**config.mk**
```make
export PLATFORM = sky130hd
export DESIGN_NAME = imm_encoder
export DESIGN_NICKNAME = d
export VERILOG_FILES = /design/src/rtl/imm_encoder.sv
export SDC_FILE = /design/constraint.sdc
export NUM_CORES = 1
export LEC_CHECK = 0
export CAP_MARGIN = 20
export CORE_ASPECT_RATIO = 0.9
export CORE_MARGIN = 8
export CORE_UTILIZATION = 44
export CTS_CLUSTER_SIZE = 8
export DETAILED_ROUTE_END_ITERATION = 12
export PLACE_DENSITY_LB_ADDON = 0.05
export REMOVE_ABC_BUFFERS = 1
export SYNTH_ARGS = -nofsm -noshare
export SYNTH_HDL_FRONTEND = slang
export SYNTH_SLANG_ARGS = --single-unit
```
**constraint.sdc**
```tcl
create_clock -name clk -period 1.59 [get_ports clk]
set_input_delay 0.2385 -clock clk [delete_from_list [all_inputs] [get_ports clk]]
set_output_delay 0.2385 -clock clk [all_outputs]
set_load 0.1 [all_outputs]
```
**src/rtl/imm_encoder.sv**
```systemverilog
// imm_encoder: packs a 32-bit immediate into RISC-V I/S/B/J/U fields over a base word.
// Two-stage valid/ready pipeline; define IMM_RANGE_CHECK_EN to add immediate range checking.
module imm_encoder #(
   parameter int unsigned CNT_W = 16
) (
   input  logic             clk,
   input  logic             reset,
   input  logic             in_valid,
   output logic             in_ready,
   input  logic [31:0]      in_imm,
   input  logic [2:0]       in_ctrl,
   input  logic [31:0]      in_base,
   output logic             out_valid,
   input  logic             out_ready,
   output logic [31:0]      out_instr,
   output logic             out_err,
   output logic [CNT_W-1:0] enc_count,
   output logic [CNT_W-1:0] err_count
);

   localparam logic [2:0] CTRL_I = 3'b000;
   localparam logic [2:0] CTRL_S = 3'b001;
   localparam logic [2:0] CTRL_B = 3'b010;
   localparam logic [2:0] CTRL_J = 3'b011;
   localparam logic [2:0] CTRL_U = 3'b100;

   // stage A holds the raw request; packing is done combinationally from it
   logic        a_valid;
   logic [31:0] a_imm;
   logic [31:0] a_base;
   logic [2:0]  a_ctrl;

   logic        a_load;
   logic        b_load;
   logic        out_fire;
   logic [31:0] pack_instr;
   logic        ctrl_bad;
   logic        range_bad;
   logic        pack_err;

   assign b_load   = a_valid && (!out_valid || out_ready);
   assign in_ready = !a_valid || !out_valid || out_ready;
   assign a_load   = in_valid && in_ready;
   assign out_fire = out_valid && out_ready;

   always_comb begin
      pack_instr = a_base;
      ctrl_bad   = 1'b0;
      case (a_ctrl)
         CTRL_I: begin
            pack_instr[31:20] = a_imm[11:0];
         end
         CTRL_S: begin
            pack_instr[31:25] = a_imm[11:5];
            pack_instr[11:7]  = a_imm[4:0];
         end
         CTRL_B: begin
            pack_instr[31]    = a_imm[12];
            pack_instr[30:25] = a_imm[10:5];
            pack_instr[11:8]  = a_imm[4:1];
            pack_instr[7]     = a_imm[11];
         end
         CTRL_J: begin
            pack_instr[31]    = a_imm[20];
            pack_instr[30:21] = a_imm[10:1];
            pack_instr[20]    = a_imm[11];
            pack_instr[19:12] = a_imm[19:12];
         end
         CTRL_U: begin
            pack_instr[31:12] = a_imm[31:12];
         end
         default: begin
            ctrl_bad = 1'b1;
         end
      endcase
   end

`ifdef IMM_RANGE_CHECK_EN
   // flag immediates whose dropped bits would change the value on extraction
   always_comb begin
      range_bad = 1'b0;
      case (a_ctrl)
         CTRL_I, CTRL_S: range_bad = (a_imm[31:11] != {21{a_imm[11]}});
         CTRL_B:         range_bad = (a_imm[31:12] != {20{a_imm[12]}}) || a_imm[0];
         CTRL_J:         range_bad = (a_imm[31:20] != {12{a_imm[20]}}) || a_imm[0];
         CTRL_U:         range_bad = (a_imm[11:0] != 12'd0);
         default:        range_bad = 1'b0;
      endcase
   end
`else
   assign range_bad = 1'b0;
`endif

   assign pack_err = ctrl_bad || range_bad;

   always_ff @(posedge clk) begin
      if (reset) begin
         a_valid <= 1'b0;
         a_imm   <= 32'd0;
         a_base  <= 32'd0;
         a_ctrl  <= 3'd0;
      end else if (a_load) begin
         a_valid <= 1'b1;
         a_imm   <= in_imm;
         a_base  <= in_base;
         a_ctrl  <= in_ctrl;
      end else if (b_load) begin
         a_valid <= 1'b0;
      end
   end

   always_ff @(posedge clk) begin
      if (reset) begin
         out_valid <= 1'b0;
         out_instr <= 32'd0;
         out_err   <= 1'b0;
      end else if (b_load) begin
         out_valid <= 1'b1;
         out_instr <= pack_instr;
         out_err   <= pack_err;
      end else if (out_fire) begin
         out_valid <= 1'b0;
      end
   end

   always_ff @(posedge clk) begin
      if (reset) begin
         enc_count <= '0;
         err_count <= '0;
      end else if (out_fire) begin
         enc_count <= enc_count + CNT_W'(1);
         if (out_err && (err_count != '1)) begin
            err_count <= err_count + CNT_W'(1);
         end
      end
   end

endmodule
```
==> summary.txt, run 1 <==
Timing
  – Worst slew pin tran: approximately 0.34 ns
  – Fin crit share: 1.066
  – Final worst-path setup slack: -0.1045 ns
  – Minimum clock period: approximately 1.7 ns
  – RSZ-0062 raised after global routing: true
  – Clk_skew: between 0.007 and 0.008 ns
  – Endpoints failing hold: 0
  – Fmax: between 500 and 600 MHz
  – Rel. slew slack: 0.7727
  – Final slew viol count: 0
  – Final Setup Violations: 2

Global routing
  – Total gr overflow: 0
  – Largest net degree at the start of global routing: between 60 and 70
  – Initial antenna violation count: 0
  – Global-route wire length before repair: 26910 microns
  – GRT Total Usage: 0.2016
  – Number of global-route vias before repair: 5587

Power
  – Sequential share of power: 0.400
  – LEAKAGE: 3.482 nW
  – Power Density: 994.8 nW/um^2
  – P_sw: 2.245 mW
  – Switching share of power: 0.2482
  – Worst vdd ir: 820.2 uV
  – Clock Power Share: 0.457
  – Int Pwr: around 6.8 mW
  – Part of the power in combinational logic: 0.143

Place
  – Area after DPL: 8298 sq um
  – # port buffers: ~140
  – RePlAce Congestion: between 0.7 and 0.8
  – Pre-CTS WS: -0.3583 ns
  – Post-DP HPWL: 11690 microns

Die
  – Starting Density: 0.4534
  – Ports: 138
  – Core area: 12120 sq um
  – Die width: roughly 130 microns
  – Rows: 38
  – Die area: between 15000 and 20000 sq um
  – Die height: around 120 microns

Synthesis
  – Cells after Synth: ~680
  – Synth unique cells: 44
  – Synthesized area: approximately 5500 sq um
  – Synthesized area per cell: 8.059 sq um
  – Top post-synthesis cells by area: dfxtp_1 (49%), nand2_1 (13%), a21oi_1 (9.4%), nor2_1 (3.0%), clkbuf_1 (2.9%)
  – Post-synth top area cell: dfxtp_1
  – Sequential share of the synthesized area: 0.4880
  – Seq cells post-synth: between 100 and 150
  – Most used DFF post-synth: dfxtp_1
  – Synth Warn #: 0
  – EDFF count, synth: 0
  – Async set-or-reset flop fraction in the synthesized netlist: 0
  – Top cell type's share of synthesized area: 0.4880

Detailed routing
  – Final ANT Viol Nets: 0
  – WL per Instance: 15.95 microns
  – Total Wirelength: 16710 microns
  – DRC viols: 0
  – DRT Pass-1 Iters: 5
  – Initial drt markers: 428
  – Number of vias per cell: between 5 and 6
  – Total number of vias: between 5000 and 6000

Setup path
  – Cell mode on critical path: or4_4
  – R2R Path Start: err_count[8]
  – CP required: roughly 1.9 ns
  – R2R Setup Slk: -0.10 ns
  – Worst path cell trace: nand4_4 -> or4_4 -> or4_4 -> a21oi_2
  – R2r endpoint: err_count[15]
  – CP Data Arrival Time: roughly 2.1 ns
  – CP max stage cell: or4_4
  – Max FO, Critical Path: 2
  – Worst setup SP type: flip-flop
  – Critical path's largest stage delay: between 0.5 and 0.6 ns
  – Reg2Reg Depth: 4
  – Crit end category: flip-flop
  – Critical Path Sink: err_count[15]
  – CP Class: reg -> reg
  – CP Launch Point: err_count[8]

Flow run
  – Max-Cap Viols: 0

Final layout
  – Layout area overhead: 65.42%
  – Finished Cell Area: ~9100 sq um
  – Antenna diode count: 0
  – Layout cell share with drive strength beyond 1: 0.2489
  – Nets: approximately 950

Outcome
  – Failing checks: setup timing
  – Status: complete, but fails checks

Clock network
  – CTS tree: done
  – Hold_buf cts: 0
  – Root Buffer: clkbuf_16
  – Depth of the CTS H-tree: 4
  – Clock latency on the worst-skew pair: ~0.42 ns
  – CTS Buf Count: 17
  – Clock Path Buffers: 2
  – CTS Sinks: 134
  – Reg clk slew, reported paths: 0.05 ns

Hold path
  – Hold crit path type: in -> reg
  – WHS Path Cells: 2
## power by group through the flow
| stage | clock [mW] | combinational, mW | sequential, mW |
|---|---|---|---|
| CTS | 4.20 | 1.29 | 3.62 |
| floorplan | 0 | 0.323 | 3.98 |
| finish | 4.14 | 1.29 | 3.62 |
| global route | 4.35 | 1.38 | 3.63 |
| global placement | 0 | 1.27 | 3.68 |
| detailed placement | 0 | 1.29 | 3.69 |
## registers in the layout (all words and copies together) (netlist names)
register and count:
err_count 16, out_valid 1, a_imm 32, out_instr 32, a_valid 1, enc_count 16
a_ctrl 3, a_base 32, out_err 1
## per-layer routing
metal  vias to the layer above  wire, microns  GRT usage
met4                         0            213    0.06797
li1                       2738              -          -
met5                         -              0          0
met1                      2622           7105     0.2399
met3                        21           1194    0.07243
met2                       155           8199     0.3332
## logic make-up after synthesis
group / after synthesis / share of synthesized area
AOI/OAI and AO/OA: 159 / 0.1732
xor gates and xnor gates: 12 / 0.01912
adders and majority gates: 2 / 0.004552
buffers and inverters: 59 / 0.04143
DFF: 134 / 0.4880
muxes: 15 / 0.03005
and+or+nand+nor: 301 / 0.2436
## worst min path at each step
stage                          from       endpoint  slack (ns)
after floorplan               reset      a_base[0]        0.31
after global routing          reset  enc_count[10]        0.21
after global placement    a_base[4]   out_instr[4]        0.44
after CTS                     reset  enc_count[12]        0.19
final                         reset  enc_count[12]        0.20
after detailed placement  a_base[4]   out_instr[4]        0.45
## worst max-delay path: cells and delay by family, from the launching register on
| family | cells | cell delay [ns] |
|---|---|---|
| and+or+nand+nor | 3 | 1.14 |
| AOI/OAI and AO/OA | 1 | 0.14 |
| DFF | 1 | 0.35 |
## timing repair
| item | 4_1_cts | 5_1_grt |
|---|---|---|
| cloned | 0 | 1 |
| pin swaps | 1 | 8 |
| setup buffers | 1 | 4 |
| endpoints found under the setup margin | 10 | 36 |
| gates resized for setup | 10 | 25 |
## synth_stat cells, types with 6 or more instances
master    instances
a211oi_1         18
a21oi_1         103
a311o_1           7
clkbuf_1         42
dfxtp_1         134
inv_1             9
mux2i_1          12
nand2_1         186
nand3_1          14
nand4_1           7
nor2_1           44
nor4_1            6
o21ai_0           7
o31ai_1           9
or4_1            11
xnor2_1           9
## metrics by stage
step | util | std cells | hold WS, ns | setup TNS, ns | power [mW]
floorplan | - | 632 | 0.3076 | -216.10 | 4.300
global placement | 0.6844 | 1011 | 0.4391 | -21.01 | 4.949
detailed placement | 0.6844 | 1011 | 0.4461 | -26.22 | 4.974
CTS | 0.7381 | 1043 | 0.1877 | -0.1089 | 9.109
finish | 0.7499 | 1048 | 0.2007 | -0.1088 | 9.046
global route | 0.7499 | 1048 | 0.2127 | -0.3187 | 9.354
## placed cells by master (no fill, tap or decap), drive strengths merged, types with 3 or more instances in the layout
| master | instances |
|---|---|
| nand2b | 4 |
| nor4 | 6 |
| or4 | 12 |
| buf | 155 |
| dfxtp | 134 |
| nor2b | 5 |
| xnor2 | 9 |
| clkbuf | 23 |
| bufinv | 4 |
| a22o | 3 |
| a21oi | 103 |
| o31ai | 9 |
| clkinv | 4 |
| inv | 9 |
| o21ai | 7 |
| nor3 | 5 |
| a221oi | 4 |
| nand3b | 5 |
| nand4 | 8 |
| nand2 | 186 |
| clkdlybuf4s50 | 69 |
| a211oi | 18 |
| nand3 | 15 |
| nor2 | 44 |
| mux2i | 13 |
| or3 | 5 |
| xor2 | 3 |
| a311o | 7 |
## area by class of cell
class | instances | area, sq um
Clock buffer | 23 | 478.0
Sequential cell | 134 | 2700
Inverter | 9 | 33.78
Tap cell | 160 | 200.2
Clock inverter | 9 | 147.6
Multi-Input combinational cell | 489 | 2715
Fill cell | 886 | 3032
Timing Repair Buffer | 224 | 2818
Note: power is estimated with default switching activity, not from simulation.
==> run 2: changes to the inputs <==
- CORE_UTILIZATION: 44 -> 46
- CTS_BUF_LIST: unset -> sky130_fd_sc_hd__clkbuf_8
==> run 2 against run 1 <==
Against the previous run: largest power group is now registers; non-clock buffer count rose by 1; via count rose by 0.52%; design area fell by 2.2%; sequential share of layout area rose by 0.67 points; highest routed layer unchanged; sequential power barely moved; the run still ends with setup timing left.
==> summary.txt, run 2 (synthesized netlist as in run 1, its figures left out) <==
Detailed routing
  – DRC viols: 0
  – Final ANT Viol Nets: 0
  – Total number of vias: roughly 5600
  – DRT Pass-1 Iters: 4
  – Total Wirelength: 16390 microns
  – Number of vias per cell: between 5 and 6
  – WL per Instance: roughly 16 microns
  – Initial drt markers: around 400

Global routing
  – GR Layer Usage met3: 0.04845
  – Largest net degree at the start of global routing: slightly below 60
  – Number of global-route vias before repair: between 5000 and 6000
  – M1 GR Usage: 0.2368
  – GRT busiest layer: met2
  – Global-route wire length before repair: ~26000 microns
  – Initial antenna violation count: 0
  – GRT Total Usage: 0.2017
  – Met2 Usage GRT: 0.3538
  – Total gr overflow: 0

Timing
  – Clk_skew: ~0.013 ns
  – Final Setup Violations: 9
  – Minimum clock period: 1.742 ns
  – RSZ-0062 raised after global routing: true
  – Hold WS: 0.2341 ns
  – Final worst-path setup slack: -0.1519 ns
  – Worst slew pin tran: roughly 0.42 ns
  – Final slew viol count: 0
  – Fin crit share: 1.096
  – Rel. slew slack: 0.7173
  – Fmax: 574.1 MHz
  – Endpoints failing hold: 0

Hold path
  – Hold crit path type: in -> reg
  – WHS Path Cells: 2

Final layout
  – Post-Route Utilization: 0.7510
  – Antenna diode count: 0
  – Layout cell share with drive strength beyond 1: 0.2669
  – Commonest non-fill, non-tap cell in the layout: nand2_1
  – Final Non-Filler Cells: between 1000 and 1500
  – Layout area overhead: 61.76%
  – Most frequent cells in the layout: nand2_1 (185), dfxtp_1 (120), a21oi_1 (97)
  – Nets: between 900 and 1000
  – Finished Cell Area: a little under 9000 sq um
  – Biggest regs: a_base x32, a_imm x32, out_instr x32

Setup path
  – Crit end category: flip-flop
  – Max FO, Critical Path: 5
  – CP Class: reg -> reg
  – Worst setup SP type: flip-flop
  – CP required: about 1.9 ns
  – Reg2Reg Depth: 4
  – Worst path cell trace: and3_4 -> nand3_2 -> or4_1 -> a211oi_1
  – Critical path's largest stage delay: about 0.57 ns
  – CP Data Arrival Time: 2.05 ns
  – CP max stage cell: or4_1

Place
  – # port buffers: 137
  – Post-DP HPWL: between 10000 and 15000 microns
  – Placed cells: about 1000
  – RePlAce Congestion: about 0.8
  – Area after DPL: 8285 sq um

Power
  – Int Pwr: 5.633 mW
  – Switching share of power: 0.2765
  – LEAKAGE: ~3.3 nW
  – Clock Power Share: 0.371
  – Part of the power in combinational logic: 0.165
  – P_sw: 2.153 mW
  – Worst vdd ir: 719.3 uV
  – Sequential share of power: 0.463
  – Power Density: between 800 and 900 nW/um^2

Clock network
  – Clock Path Buffers: 2
  – CTS tree: done
  – Hold_buf cts: 0
  – Depth of the CTS H-tree: 4
  – Root Buffer: clkbuf_8
  – CTS Sinks: between 100 and 150
  – Clock latency on the worst-skew pair: between 0.4 and 0.5 ns
  – CTS Buf Count: 17
  – Reg clk slew, reported paths: approximately 0.08 ns

Die
  – Rows: 38
  – Die height: roughly 120 microns
  – Ports: between 100 and 150
  – Core area: around 12000 sq um
  – Die width: around 130 microns
  – Starting Density: 0.4643
  – Die area: 15710 sq um

Outcome
  – Status: complete, but fails checks
  – Failing checks: setup timing

Flow run
  – Max-Cap Viols: 0
-- run 2: worst paths after layout --
check                from             to  slack [ns]
max          err_count[3]  err_count[14]       -0.15
min                 reset     a_base[29]        0.23
max reg2reg  err_count[3]  err_count[14]       -0.15
min reg2reg     a_base[0]   out_instr[0]        0.45
-- run 2: cell type report --
cell class | count | area [sq um]
inverter | 9 | 33.78
tap | 160 | 200.2
fill | 853 | 2948
sequential | 134 | 2700
clock inverter | 13 | 156.4
timing repair buffer | 225 | 2826
multi-input combinational | 489 | 2726
clock buffer | 18 | 247.7
-- run 2: routing by layer --
layer	wire length (microns)	up-vias
met5	0	-
met4	220	0
met3	818	20
met2	8246	173
met1	7103	2632
li1	-	2740
-- run 2: metrics by stage --
| step | setup WS [ns] | total power, mW | TNS, ns |
|---|---|---|---|
| after global placement | -0.3680 | 4.932 | -22.18 |
| after detailed placement | -0.3843 | 4.960 | -25.65 |
| final | -0.1519 | 7.786 | -0.3170 |
| after floorplan | -2.283 | 4.300 | -216.10 |
| after CTS | -0.08694 | 7.843 | -0.08694 |
| after global routing | -0.1909 | 8.091 | -1.068 |
-- run 2: timing repair --
action / CTS / global route
pin swaps: 3 / 10
resized for setup: 14 / 36
setup endpoints to repair: 15 / 29
gates cloned: 0 / 2
setup buffers: 4 / 0
-- run 2: critical path, delay by kind of cell (launching register included) --
kind	cells	cell delay [ns]
AND/OR/NAND/NOR	3	0.91
flip-flops	1	0.37
AO/OA/AOI/OAI	1	0.35
-- run 2: power by group through the flow --
stage	sequential, mW	clock (mW)	combinational (mW)
3_3_place_gp	3.68	0	1.25
3_5_place_dp	3.68	0	1.28
4_1_cts	3.61	2.95	1.29
2_1_floorplan	3.98	0	0.323
6_report	3.61	2.89	1.29
5_1_grt	3.63	3.10	1.36
